### src/rtl/imm_decode_stage.sv
// RISC-V immediate decode stage: per-format immediate extraction behind a 2-entry skid buffer.
// Optional macro IMM_DECODE_ZICSR_EN adds ZIMM (CSR*I) decoding for SYSTEM instructions.
module imm_decode_stage #(
    parameter int XLEN  = 32,   // 32 or 64 only
    parameter int TAG_W = 5
) (
    input  logic             clk,
    input  logic             rst,
    input  logic             flush,
    input  logic             in_valid,
    output logic             in_ready,
    input  logic [31:0]      in_inst,
    input  logic [TAG_W-1:0] in_tag,
    output logic             out_valid,
    input  logic             out_ready,
    output logic [XLEN-1:0]  out_imm,
    output logic [2:0]       out_fmt,
    output logic [TAG_W-1:0] out_tag
);

    typedef enum logic [2:0] {
        FMT_NONE  = 3'd0,
        FMT_I     = 3'd1,
        FMT_S     = 3'd2,
        FMT_B     = 3'd3,
        FMT_U     = 3'd4,
        FMT_J     = 3'd5,
        FMT_SHAMT = 3'd6,
        FMT_ZIMM  = 3'd7
    } fmt_e;

    localparam bit IS_RV64 = (XLEN == 64);

    localparam logic [6:0] OP_IMM    = 7'b0010011;
    localparam logic [6:0] OP_LOAD   = 7'b0000011;
    localparam logic [6:0] OP_JALR   = 7'b1100111;
    localparam logic [6:0] OP_STORE  = 7'b0100011;
    localparam logic [6:0] OP_BRANCH = 7'b1100011;
    localparam logic [6:0] OP_LUI    = 7'b0110111;
    localparam logic [6:0] OP_AUIPC  = 7'b0010111;
    localparam logic [6:0] OP_JAL    = 7'b1101111;
    localparam logic [6:0] OP_IMM32  = 7'b0011011;
    localparam logic [6:0] OP_SYSTEM = 7'b1110011;

    // ---------------- combinational decode of the incoming word ----------------
    logic [XLEN-1:0] imm_i, imm_s, imm_b, imm_u, imm_j, imm_shamt, imm_shamt5, imm_zimm;
    logic            is_shift;
    logic [XLEN-1:0] dec_imm;
    fmt_e            dec_fmt;

    assign imm_i      = XLEN'($signed(in_inst[31:20]));
    assign imm_s      = XLEN'($signed({in_inst[31:25], in_inst[11:7]}));
    assign imm_b      = XLEN'($signed({in_inst[31], in_inst[7], in_inst[30:25], in_inst[11:8], 1'b0}));
    assign imm_u      = XLEN'($signed({in_inst[31:12], 12'b0}));
    assign imm_j      = XLEN'($signed({in_inst[31], in_inst[19:12], in_inst[20], in_inst[30:21], 1'b0}));
    assign imm_shamt5 = XLEN'(in_inst[24:20]);
    assign imm_shamt  = IS_RV64 ? XLEN'(in_inst[25:20]) : imm_shamt5;
    assign imm_zimm   = XLEN'(in_inst[19:15]);
    // funct3 001 (SLLI) or 101 (SRLI/SRAI)
    assign is_shift   = (in_inst[13:12] == 2'b01);

    always_comb begin
        dec_imm = '0;
        dec_fmt = FMT_NONE;
        case (in_inst[6:0])
            OP_IMM: begin
                if (is_shift) begin
                    dec_imm = imm_shamt;
                    dec_fmt = FMT_SHAMT;
                end else begin
                    dec_imm = imm_i;
                    dec_fmt = FMT_I;
                end
            end
            OP_LOAD, OP_JALR: begin
                dec_imm = imm_i;
                dec_fmt = FMT_I;
            end
            OP_STORE: begin
                dec_imm = imm_s;
                dec_fmt = FMT_S;
            end
            OP_BRANCH: begin
                dec_imm = imm_b;
                dec_fmt = FMT_B;
            end
            OP_LUI, OP_AUIPC: begin
                dec_imm = imm_u;
                dec_fmt = FMT_U;
            end
            OP_JAL: begin
                dec_imm = imm_j;
                dec_fmt = FMT_J;
            end
            OP_IMM32: begin
                if (IS_RV64) begin
                    dec_imm = is_shift ? imm_shamt5 : imm_i;
                    dec_fmt = is_shift ? FMT_SHAMT : FMT_I;
                end
            end
`ifdef IMM_DECODE_ZICSR_EN
            OP_SYSTEM: begin
                if (in_inst[14]) begin
                    dec_imm = imm_zimm;
                    dec_fmt = FMT_ZIMM;
                end
            end
`else
            OP_SYSTEM: begin
                dec_imm = '0;
                dec_fmt = FMT_NONE;
            end
`endif
            default: begin
                dec_imm = '0;
                dec_fmt = FMT_NONE;
            end
        endcase
    end

`ifndef IMM_DECODE_ZICSR_EN
    logic unused_zimm;
    assign unused_zimm = ^imm_zimm;
`endif

    // ---------------- skid buffer: output register + skid register ----------------
    logic             out_valid_q, out_valid_d;
    logic [XLEN-1:0]  out_imm_q, out_imm_d;
    fmt_e             out_fmt_q, out_fmt_d;
    logic [TAG_W-1:0] out_tag_q, out_tag_d;
    logic             skid_valid_q, skid_valid_d;
    logic [XLEN-1:0]  skid_imm_q, skid_imm_d;
    fmt_e             skid_fmt_q, skid_fmt_d;
    logic [TAG_W-1:0] skid_tag_q, skid_tag_d;

    assign in_ready  = !skid_valid_q;
    assign out_valid = out_valid_q;
    assign out_imm   = out_imm_q;
    assign out_fmt   = out_fmt_q;
    assign out_tag   = out_tag_q;

    always_comb begin
        out_valid_d  = out_valid_q;
        out_imm_d    = out_imm_q;
        out_fmt_d    = out_fmt_q;
        out_tag_d    = out_tag_q;
        skid_valid_d = skid_valid_q;
        skid_imm_d   = skid_imm_q;
        skid_fmt_d   = skid_fmt_q;
        skid_tag_d   = skid_tag_q;
        if (flush) begin
            out_valid_d  = 1'b0;
            skid_valid_d = 1'b0;
        end else if (!out_valid_q || out_ready) begin
            // Output slot frees up: the older skid entry has priority over new input.
            if (skid_valid_q) begin
                out_valid_d  = 1'b1;
                out_imm_d    = skid_imm_q;
                out_fmt_d    = skid_fmt_q;
                out_tag_d    = skid_tag_q;
                skid_valid_d = 1'b0;
            end else if (in_valid) begin
                out_valid_d = 1'b1;
                out_imm_d   = dec_imm;
                out_fmt_d   = dec_fmt;
                out_tag_d   = in_tag;
            end else begin
                out_valid_d = 1'b0;
            end
        end else if (in_valid && !skid_valid_q) begin
            skid_valid_d = 1'b1;
            skid_imm_d   = dec_imm;
            skid_fmt_d   = dec_fmt;
            skid_tag_d   = in_tag;
        end
    end

    always_ff @(posedge clk or posedge rst) begin
        if (rst) begin
            out_valid_q  <= 1'b0;
            out_imm_q    <= '0;
            out_fmt_q    <= FMT_NONE;
            out_tag_q    <= '0;
            skid_valid_q <= 1'b0;
            skid_imm_q   <= '0;
            skid_fmt_q   <= FMT_NONE;
            skid_tag_q   <= '0;
        end else begin
            out_valid_q  <= out_valid_d;
            out_imm_q    <= out_imm_d;
            out_fmt_q    <= out_fmt_d;
            out_tag_q    <= out_tag_d;
            skid_valid_q <= skid_valid_d;
            skid_imm_q   <= skid_imm_d;
            skid_fmt_q   <= skid_fmt_d;
            skid_tag_q   <= skid_tag_d;
        end
    end

endmodule

### config.mk
export PLATFORM = sky130hd
export DESIGN_NAME = imm_decode_stage
export DESIGN_NICKNAME = d
export VERILOG_FILES = /design/src/rtl/imm_decode_stage.sv
export SDC_FILE = /design/constraint.sdc
export NUM_CORES = 1
export LEC_CHECK = 0
export CORE_ASPECT_RATIO = 0.75
export CORE_MARGIN = 10
export CORE_UTILIZATION = 45
export DETAILED_ROUTE_END_ITERATION = 10
export PLACE_DENSITY = 0.72
export SETUP_SLACK_MARGIN = 0.3
export SYNTH_ARGS = -nofsm -noshare
export SYNTH_HDL_FRONTEND = slang
export SYNTH_SLANG_ARGS = --single-unit
export TNS_END_PERCENT = 5
### constraint.sdc
create_clock -name clk -period 6.4 [get_ports clk]
set_clock_uncertainty 0.1 [all_clocks]
set_input_delay 1.28 -clock clk [delete_from_list [all_inputs] [get_ports clk]]
set_output_delay 1.28 -clock clk [all_outputs]
set_load 0.01 [all_outputs]
==> summary.md, run 1 <==
| Metric | Value |
|---|---|
| Seq pwr share | 46.5% |
| VDD IR max | 0.0001796 V |
| Syn nets | 445 |
| Initial antenna violation count | 0 |
| First-pass GRT wire length | 17770 um |
| Iter 0 DRT Violations | around 330 |
| Post-route ant nets | 0 |
| DRC | 0 |
| Req. time, crit path | 6450 ps |
| Post-synthesis compound-gate area fraction | 21.32% |
| Final hold vios | 0 |
| Sequential share of the synthesized area | a little over half |
| DR vias/cell | 5.724 |
| Post-synthesis simple-gate area fraction | between 10% and 20% |
| Mapped Cells | 403 |
| Logic pwr share | between 15 and 20% |
| Slew margin rel. | 17.90% |
| Layout cell share with drive strength beyond 1 | roughly 9% |
| Placed wire-length estimate | 7338 um |
| Root Buffer | clkbuf_16 |
| Min Tclk post-route | ~3700 ps |
| Vias in the first global route | around 3400 |
| GP Congestion | 0.8582 |
| Critical path launch point type | primary input |
| Seq cells post-synth | between 80 and 90 |
| Most common cell after layout, fill and taps aside | clkdlybuf4s50_1 |
| Max Freq | 266.9 MHz |
| Largest cells by area after synthesis | dfrtp_1 (53%), nand2_1 (6.4%), o21ai_0 (4.9%) |
| Dpl cells | 570 |
| Largest family of logic cells by synthesized area | compound AO/OA/AOI/OAI gates |
| Post-cts sizing count | 0 |
| Pre-antenna DRT Iters | 7 |
| Largest net degree at the start of global routing | 48 |
| Port Buffers | between 80 and 90 |
| Worst Tran Pin Value | 1228 ps |
| Fillers | between 700 and 800 |
| RSZ-0062 raised after global routing | no |
| Clk pwr share | 35.5% |
| Hold buffer count at CTS | 0 |
| Syn avg cell area | 9.569 um2 |
| Pwr/cell area | 270.6 nW/um2 |
| Setup Buffers After CTS | 0 |
| Synth unique cells | 38 |
| Post-synthesis mux area share | ~1.8% |
| Wire per inst | about 18 um |
| Period utilisation layout | between 50% and 60% |
| Commonest cells after routing, fill and taps aside | clkdlybuf4s50_1 (83), dfrtp_1 (82), nand2_1 (66) |
| Slew Viols, Final | 0 |
| WL met2 | approximately 5000 um |
| Final Util | 59.72% |
| Placeable Area | around 8400 um2 |
| Non-filler cells in the finished layout | 586 |
| Synthesis Warnings | 0 |
| CP arrival | 3800 ps |
| Die span in x | 126.9 um |
| Met1 Wirelength | a little under 5000 um |
| Later-pin clock latency in the skew report | 330 ps |
| CTS sink cnt | 82 |
| Setup CP Type | primary input to flop |
| CTS buffer count | 9 |
| Proportion of netlist area held by the largest area contributor | 53.21% |
| Finished Cell Area | 5027 um2 |
| Num ports | 84 |
| Net switching power | 365.7 uW |
| Synth Area in Adders | 0% |
| Critical Path End Type | flop |
| Hold Crit Depth | 2 |
| Worst-path maximum fanout | 33 |
| Top Metal Used | met4 |
| Pleak | 0.001927 uW |
| Mapped cell area | around 3900 um2 |
| Status | complete, no violations |
| Vias | 3354 |
| Switch share | 26.89% |
| Hold WC Path Type | flop to flop |
| Setup violators final | 0 |
| Post-synthesis xor/xnor area fraction | 0% |
| Post-synth top area cell | dfrtp_1 |
| Reg2Reg Depth | 7 |
| Tot GR Track Use | 16.99% |
| Placed Area | 4746 um2 |
| Met3 Routed Length | 945 um |
| H-Tree Depth | 3 |
| Clock Path Buffers | 2 |
| Clock transition at path regs | 60 ps |
| Overall Power | 1360 uW |
| Starting density of the core | 45.81% |
| CTS tree | done |
| Die ar. | 12710 um2 |
| N_diodes | 0 |
| Internal power | between 900 and 1000 uW |
| Area Growth Syn to Fin | 30.37% |
| Setup TNS | 0 ps |
| Final nets | around 520 |
| Final WL | 10780 um |
| Max Cap Viol | 0 |
| Die Ht | about 100 um |
| Grt total ovfl | 0 |
| Row cnt | 29 |
## stage by stage
stage,setup WS (ps),hold WS (ps)
2_1_floorplan,2912,341.3
3_3_place_gp,2372,356.5
3_5_place_dp,2320,358.5
4_1_cts,2657,373.6
5_1_grt,2430,406.5
6_report,2654,370.7
## flip-flops by register name (all words and copies together), names as in the netlist
name and count:
skid_valid_q 1, skid_fmt_q 3, skid_imm_q 32, out_valid 1
out_fmt 3, out_imm 32, skid_tag_q 5, out_tag 5
## critical path, stage by stage
cell,delay [ps]
clkdlybuf4s50_1,720
or3_1,490
buf_4,250
nor2_1,590
buf_4,330
a31oi_1,110
## metal layers
metal  GRT usage [%]  vias up
met3           6.530        8
met1           22.77     1627
met4           2.795        0
li1                -     1603
met2           25.87      116
met5               0        -
## Yosys cell counts
master / count
dfrtp_1: 82
nand2_1: 66
o21ai_0: 38
nor2_1: 33
a31oi_1: 23
clkbuf_1: 22
nand3_1: 14
nor3_1: 14
nor4_1: 13
o211ai_1: 12
o21bai_1: 11
a31oi_2: 9
mux2i_1: 7
a311oi_1: 6
a22oi_1: 5
inv_1: 5
a21oi_1: 4
buf_2: 4
buf_6: 3
nand2b_1: 3
nor2b_1: 3
o22ai_1: 3
a311oi_2: 2
and3_1: 2
buf_1: 2
nand3b_1: 2
nor3_2: 2
o21ai_1: 2
o21ai_2: 2
a211oi_1: 1
a221oi_1: 1
nor3b_1: 1
nor3b_4: 1
or2_2: 1
or3_1: 1
or4_4: 1
or4b_1: 1
or4bb_1: 1
## worst paths after layout
path                                        endpoint  slack (ps)                 startpoint
setup / recovery             out_imm[26]$_DFFE_PP0P_        2650                      flush
hold / removal             skid_fmt_q[1]$_DFFE_PP0P_         370  skid_fmt_q[1]$_DFFE_PP0P_
setup reg to reg             out_imm[26]$_DFFE_PP0P_        3670   skid_valid_q$_DFFE_PP0P_
hold reg to reg            skid_fmt_q[1]$_DFFE_PP0P_         370  skid_fmt_q[1]$_DFFE_PP0P_
max in group asynchronous    out_imm[14]$_DFFE_PP0P_        3960                        rst
min in group asynchronous  skid_imm_q[3]$_DFFE_PP0P_        1250                        rst
## cell type report
class	instances	area (um2)	area share (%)
Clock buffer	11	242.7	4.828
Clock inverter	5	38.79	0.7715
Inverter	5	20.02	0.3982
Multi-Input combinational cell	285	1655	32.93
Sequential cell	82	2052	40.82
Tap cell	108	135.1	2.688
Timing Repair Buffer	90	883.3	17.57
## kinds of logic after synthesis
logic type,after synthesis
mux,7
compound gates,119
flops,82
buf+inv,36
simple gates,159
## power groups by stage
stage | clock network [uW] | logic [uW] | registers [uW]
2_1_floorplan | 0 | 113 | 646
3_3_place_gp | 0 | 243 | 638
3_5_place_dp | 0 | 248 | 641
4_1_cts | 491 | 249 | 633
5_1_grt | 517 | 271 | 642
6_report | 483 | 245 | 632
Power figures use the tool's default switching activity.
==> run 2, diff against run 1 <==
- clock period: 6.4 -> 3.9 ns (I/O delays scaled with it)
==> run 2 against run 1 <==
Against the previous run: critical path depth down 1; via count up 2.4%; global-route usage up 0.79 points; wire length up 3.2%; die area unchanged; setup slack worse by 1700 ps; clock power up 56%; combinational power up 69%; register-to-register slack worse by 2300 ps; count of clock-buffer cells in the layout down 2; first-iteration DRC count up 30%; total power up 62%.
==> summary.md, run 2 (same netlist as run 1, synthesis figures left out) <==
| Metric | Value |
|---|---|
| CTS buffer count | 9 (unchanged) |
| Die Ht | 100.2 um (unchanged) |
| Final nets | 523 (+1.6%) |
| Die ar. | 12710 um2 (unchanged) |
| Root Buffer | clkbuf_16 |
| Pre-antenna DRT Iters | 5 (-2) |
| Layout cell share with drive strength beyond 1 | 10.52% (+1.5 points) |
| Req. time, crit path | 4050 ps (-2400 ps) |
| Hold EP | skid_tag_q[4]$_DFFE_PP0P_ |
| First-pass GRT wire length | 18440 um (+3.8%) |
| Final Worst Setup Slack | 1002 ps (-1652 ps) |
| Hold Crit Depth | 2 (unchanged) |
| Finished Cell Area | 5091 um2 (+1.3%) |
| Hold wc startpoint | skid_tag_q[4]$_DFFE_PP0P_ |
| Most common cell after layout, fill and taps aside | clkdlybuf4s50_1 |
| H-Tree Depth | 3 (unchanged) |
| Top Metal Used | met4 |
| Max Cap Viol | 0 (unchanged) |
| Port Buffers | 83 (unchanged) |
| Setup violators final | 0 (unchanged) |
| Grt total ovfl | 0 (unchanged) |
| CTS sink cnt | 82 (unchanged) |
| Die span in x | 126.9 um (unchanged) |
| Max Freq | 345.1 MHz |
| Setup Buffers After CTS | 0 (unchanged) |
| Setup TNS | 0 ps (unchanged) |
| Slew Viols, Final | 0 (unchanged) |
| N_diodes | 0 (unchanged) |
| Initial antenna violation count | 0 (unchanged) |
| DRC | 0 (unchanged) |
| Final hold vios | 0 (unchanged) |
| Worst hold slack | 378.3 ps (+7.593 ps) |
| Min Tclk post-route | 2898 ps |
| WL met2 | 5179 um (+5.7%) |
| Worst reg2reg path endpoint | out_imm[29]$_DFFE_PP0P_ |
| RSZ-0062 raised after global routing | no |
| Period utilisation layout | 74.31% |
| Pleak | 0.001975 uW (+2.5%) |
| R2R Path Start | skid_valid_q$_DFFE_PP0P_ |
| Hold buffer count at CTS | 0 (unchanged) |
| Reg-to-reg slack, setup | 1400 ps (-2270 ps) |
| Row cnt | 29 (unchanged) |
| Setup crit start | in_inst[3] |
| Clock transition at path regs | 60 ps (about the same) |
| Worst Tran Pin Value | 1059 ps (-169.1 ps) |
| Placed Area | 4831 um2 (+1.8%) |
| Starting density of the core | 45.81% (unchanged) |
| GP Congestion | 0.8891 (+3.6%) |
| Slew margin rel. | 29.40% (+11 points) |
| Iter 0 DRT Violations | 422 (+30%) |
| Pwr/cell area | 432.2 nW/um2 (+60%) |
| CTS tree | done |
| DR vias/cell | 5.794 (+1.2%) |
| Later-pin clock latency in the skew report | 340 ps (about the same) |
| Placed wire-length estimate | 7610 um (+3.7%) |
| Post-cts sizing count | 0 (unchanged) |
| Met3 Routed Length | 897 um (-5.1%) |
| Met1 Wirelength | 4903 um (+1.0%) |
| VDD IR max | 0.0002769 V (+54%) |
| Tot GR Track Use | 17.78% (+0.79 points) |
| Wire per inst | 18.75 um (+1.9%) |
| Critical path launch point type | primary input |
| Commonest cells after routing, fill and taps aside | clkdlybuf4s50_1 (83), dfrtp_1 (82), nand2_1 (66) |
| Placeable Area | 8418 um2 (unchanged) |
| CP arrival | 3050 ps (-750 ps) |
| Worst-path maximum fanout | 22 (-33%) |
| Status | complete, no violations |
| Final WL | 11120 um (+3.2%) |
| Num ports | 84 (unchanged) |
| Reg2Reg Depth | 6 (-1) |
| Post-Place Setup Slack | 723.1 ps (-1597 ps) |
| Vias | 3436 (+2.4%) |
| Area Growth Syn to Fin | 32.02% |
| Vias in the first global route | 3502 (+3.4%) |
| Final Util | 60.48% (+0.76 points) |
| Post-route ant nets | 0 (unchanged) |
| Largest net degree at the start of global routing | 83 (+73%) |
| Clock Path Buffers | 2 (unchanged) |
| Setup CP Type | primary input to flop |
| Hold WC Path Type | flop to flop |
| Critical Path End Type | flop |
==> run 2: area by class of cell <==
cell class,count,area (um2)
clock inverter,6,35.03
clock buffer,9,225.2
timing repair buffer,98,968.4
inverter,5,20.02
fill,738,3327
multi-input combinational,285,1655
tap,108,135.1
sequential,82,2052
==> run 2: worst max-delay path, stage by stage <==
cell	delay, ps
clkdlybuf4s50_1	550
or4b_1	570
o22ai_1	430
o21ai_2	410
a31oi_1	300
==> run 2: worst max path at each step <==
stage | endpoint | slack, ps | cells after the start
after detailed placement | out_imm[29]$_DFFE_PP0P_ | 720 | 6
final | skid_imm_q[29]$_DFFE_PP0P_ | 1000 | 5
after CTS | skid_imm_q[29]$_DFFE_PP0P_ | 1010 | 5
after floorplan | out_fmt[0]$_DFFE_PP0P_ | 910 | 1
after global placement | skid_imm_q[30]$_DFFE_PP0P_ | 810 | 5
after global routing | skid_imm_q[29]$_DFFE_PP0P_ | 870 | 5
==> run 2: power breakdown <==
group	internal, uW	switching, uW
Combinational	218	196
Clock	422	330
Sequential	970	65.1
==> run 2: per-stage QoR <==
step / power, uW / instances
3_3_place_gp: 1451 / 578
6_report: 2200 / 593
3_5_place_dp: 1466 / 578
4_1_cts: 2222 / 593
5_1_grt: 2308 / 593
2_1_floorplan: 1246 / 403
==> run 2: layer usage <==
layer / global-route usage, % / vias to the layer above
li1: - / 1614
met1: 22.71 / 1690
met2: 27.61 / 121
met3: 6.635 / 11
met4: 5.066 / 0
met5: 0 / -
==> run 3, diff against run 2 <==
- PLACE_DENSITY: 0.72 -> 0.75
- clock period: 3.9 -> 2.6 ns (I/O delays scaled with it)
==> run 3 against run 2 <==
Against the previous run: non-clock buffer count is 12 higher; die area stayed put; via count is 0.12% higher; critical endpoint is now out_imm[19]$_DFFE_PP0P_; sequential share of layout area is 1.5 points lower; clock power is 66% higher; first-iteration DRC count is 45% lower; global-route usage is 0.50 points lower.
==> summary.md, run 3 (same netlist as run 1, synthesis figures left out) <==
| Metric | Value |
|---|---|
| Status | complete, no violations |
| Area Growth Syn to Fin | 37.28% |
| Slew Viols, Final | 0 (unchanged) |
| Non-filler cells in the finished layout | 607 (+2.4%) |
| CP arrival | 2260 ps (-790 ps) |
| H-Tree Depth | 3 (unchanged) |
| Slew margin rel. | 68.63% (+39 points) |
| Iter 0 DRT Violations | 233 (-45%) |
| Pre-antenna DRT Iters | 4 (-1) |
| First-pass GRT wire length | 18250 um (-1.0%) |
| Clock transition at path regs | 60 ps (about the same) |
| Fillers | 701 (-5.0%) |
| Final nets | 535 (+2.3%) |
| Max Freq | 467.4 MHz |
| Initial antenna violation count | 2 (+2) |
| Critical Path End Type | flop |
| Setup violators final | 0 (unchanged) |
| Hold WC Path Type | flop to flop |
| Num ports | 84 (unchanged) |
| Pleak | 0.002107 uW (+6.7%) |
| Hold buffer count at CTS | 0 (unchanged) |
| GP Congestion | 0.8737 (-1.7%) |
| CTS tree | done |
| Worst Tran Pin Value | 468.8 ps (-590.1 ps) |
| Placed wire-length estimate | 7784 um (+2.3%) |
| Crit path to | out_imm[19]$_DFFE_PP0P_ |
| Tot GR Track Use | 17.27% (-0.50 points) |
| Max Cap Viol | 0 (unchanged) |
| Final WL | 10970 um (-1.3%) |
| Placed Area | 4961 um2 (+2.7%) |
| Req. time, crit path | 2720 ps (-1330 ps) |
| Placeable Area | 8418 um2 (unchanged) |
| Worst reg2reg path endpoint | out_imm[8]$_DFFE_PP0P_ |
| Worst-path maximum fanout | 16 (-27%) |
| Finished Cell Area | 5294 um2 (+4.0%) |
| R2R Path Start | out_valid$_DFFE_PP0N_ |
| VDD IR max | 0.0003385 V (+22%) |
| Root Buffer | clkbuf_16 |
| Reg-to-reg slack, setup | 770 ps (-630 ps) |
| Final hold vios | 0 (unchanged) |
| Commonest cells after routing, fill and taps aside | dfrtp_1 (82), clkdlybuf4s50_1 (79), nand2_1 (66) |
| Clock Path Buffers | 2 (unchanged) |
| Worst hold slack | 382.0 ps (+3.623 ps) |
| Starting density of the core | 45.81% (unchanged) |
| DR vias/cell | 5.667 (-2.2%) |
| Port Buffers | 83 (unchanged) |
| CTS sink cnt | 82 (unchanged) |
| Final Util | 62.89% (+2.4 points) |
| CTS buffer count | 9 (unchanged) |
| Overall Power | 3440 uW (+56%) |
| Most common cell after layout, fill and taps aside | dfrtp_1 |
| Largest net degree at the start of global routing | 83 (unchanged) |
| Die ar. | 12710 um2 (unchanged) |
| Layout cell share with drive strength beyond 1 | 12.88% (+2.4 points) |
| Die Ht | 100.2 um (unchanged) |
| Vias in the first global route | 3595 (+2.7%) |
| Setup crit start | in_inst[4] |
| Min Tclk post-route | 2140 ps |
| Post-route ant nets | 0 (unchanged) |
| DRC | 0 (unchanged) |
| Period utilisation layout | 82.29% |
| Row cnt | 29 (unchanged) |
| Later-pin clock latency in the skew report | 330 ps (about the same) |
| Setup CP Type | primary input to flop |
| Max incr delay on CP | 570 ps (about the same) |
| Wire per inst | 18.07 um (-3.6%) |
| RSZ-0062 raised after global routing | no |
| Critical path launch point type | primary input |
| Dpl cells | 590 (+2.1%) |
| Die span in x | 126.9 um (unchanged) |
| Slowest stage cell, crit path | or4bb_1 |
| Cell chain of the critical path | clkdlybuf4s50_1 > or4bb_1 > a21oi_2 > o21ai_4 > a311oi_1 |
| Pwr/cell area | 649.9 nW/um2 (+50%) |
| Reg2Reg Depth | 5 (-1) |
| Vias | 3440 (+0.12%) |
| Grt total ovfl | 0 (unchanged) |
[run 3: cell count changes in the layout (fill, tap and decap cells not counted), sizes merged]
| cell | previous run | this run |
|---|---|---|
| clkbuf | 9 | 11 |
| inv | 4 | 5 |
| clkinv | 5 | 1 |
| clkdlybuf4s50 | 83 | 79 |
| diode | 0 | 2 |
| bufinv | 0 | 1 |
| dlymetal6s2s | 0 | 4 |
| buf | 15 | 27 |
[run 3: cell type report]
type / instances / area [um2] / share of cell area, %
Sequential cell: 82 / 2052 / 38.76
Multi-Input combinational cell: 285 / 1679 / 31.72
Timing Repair Buffer: 110 / 1106 / 20.89
Clock buffer: 11 / 242.7 / 4.585
Tap cell: 108 / 135.1 / 2.553
Clock inverter: 4 / 51.30 / 0.9690
Inverter: 5 / 22.52 / 0.4254
Antenna cell: 2 / 5.005 / 0.09454
[run 3: how the worst min path moves through the flow]
| stage | start | endpoint | depth (start not counted) |
|---|---|---|---|
| floorplan | skid_fmt_q[1]$_DFFE_PP0P_ | skid_fmt_q[1]$_DFFE_PP0P_ | 2 |
| global placement | skid_fmt_q[0]$_DFFE_PP0P_ | skid_fmt_q[0]$_DFFE_PP0P_ | 2 |
| detailed placement | skid_fmt_q[1]$_DFFE_PP0P_ | skid_fmt_q[1]$_DFFE_PP0P_ | 2 |
| CTS | skid_tag_q[3]$_DFFE_PP0P_ | skid_tag_q[3]$_DFFE_PP0P_ | 2 |
| global route | skid_imm_q[10]$_DFFE_PP0P_ | skid_imm_q[10]$_DFFE_PP0P_ | 2 |
| finish | skid_tag_q[2]$_DFFE_PP0P_ | skid_tag_q[2]$_DFFE_PP0P_ | 2 |
[run 3: what timing repair did]
item                                    4_1_cts  5_1_grt
resized for setup                             2        7
endpoints found under the setup margin        6       13
buffers inserted                              0        0
pin swaps                                     0        3
[run 3: per-stage QoR]
step	TNS (ps)	setup WS, ps
floorplan	0	586.6
CTS	0	331.4
finish	0	460.5
detailed placement	-458.5	-97.27
global route	0	382.8
global placement	0	49.05
[run 3: per-layer routing]
layer	vias to the layer above	global-route usage (%)	share of wire (%)
li1	1643	-	-
met1	1682	21.86	44
met2	102	27.42	47
met3	13	5.898	7.6
met4	0	5.153	0.92
met5	-	0	0
[run 3: power by group]
group          total, uW  leakage (uW)  internal [uW]  switching (uW)
Sequential          1550       0.00105           1460            99.8
Clock               1250      0.000142            766             482
Combinational        637      0.000919            338             299
[run 3: worst max-delay path, delay by kind of cell]
kind,cells,cell delay (ps)
AOI/OAI and AO/OA,3,690
buffers and inverters,1,480
and+or+nand+nor,1,570
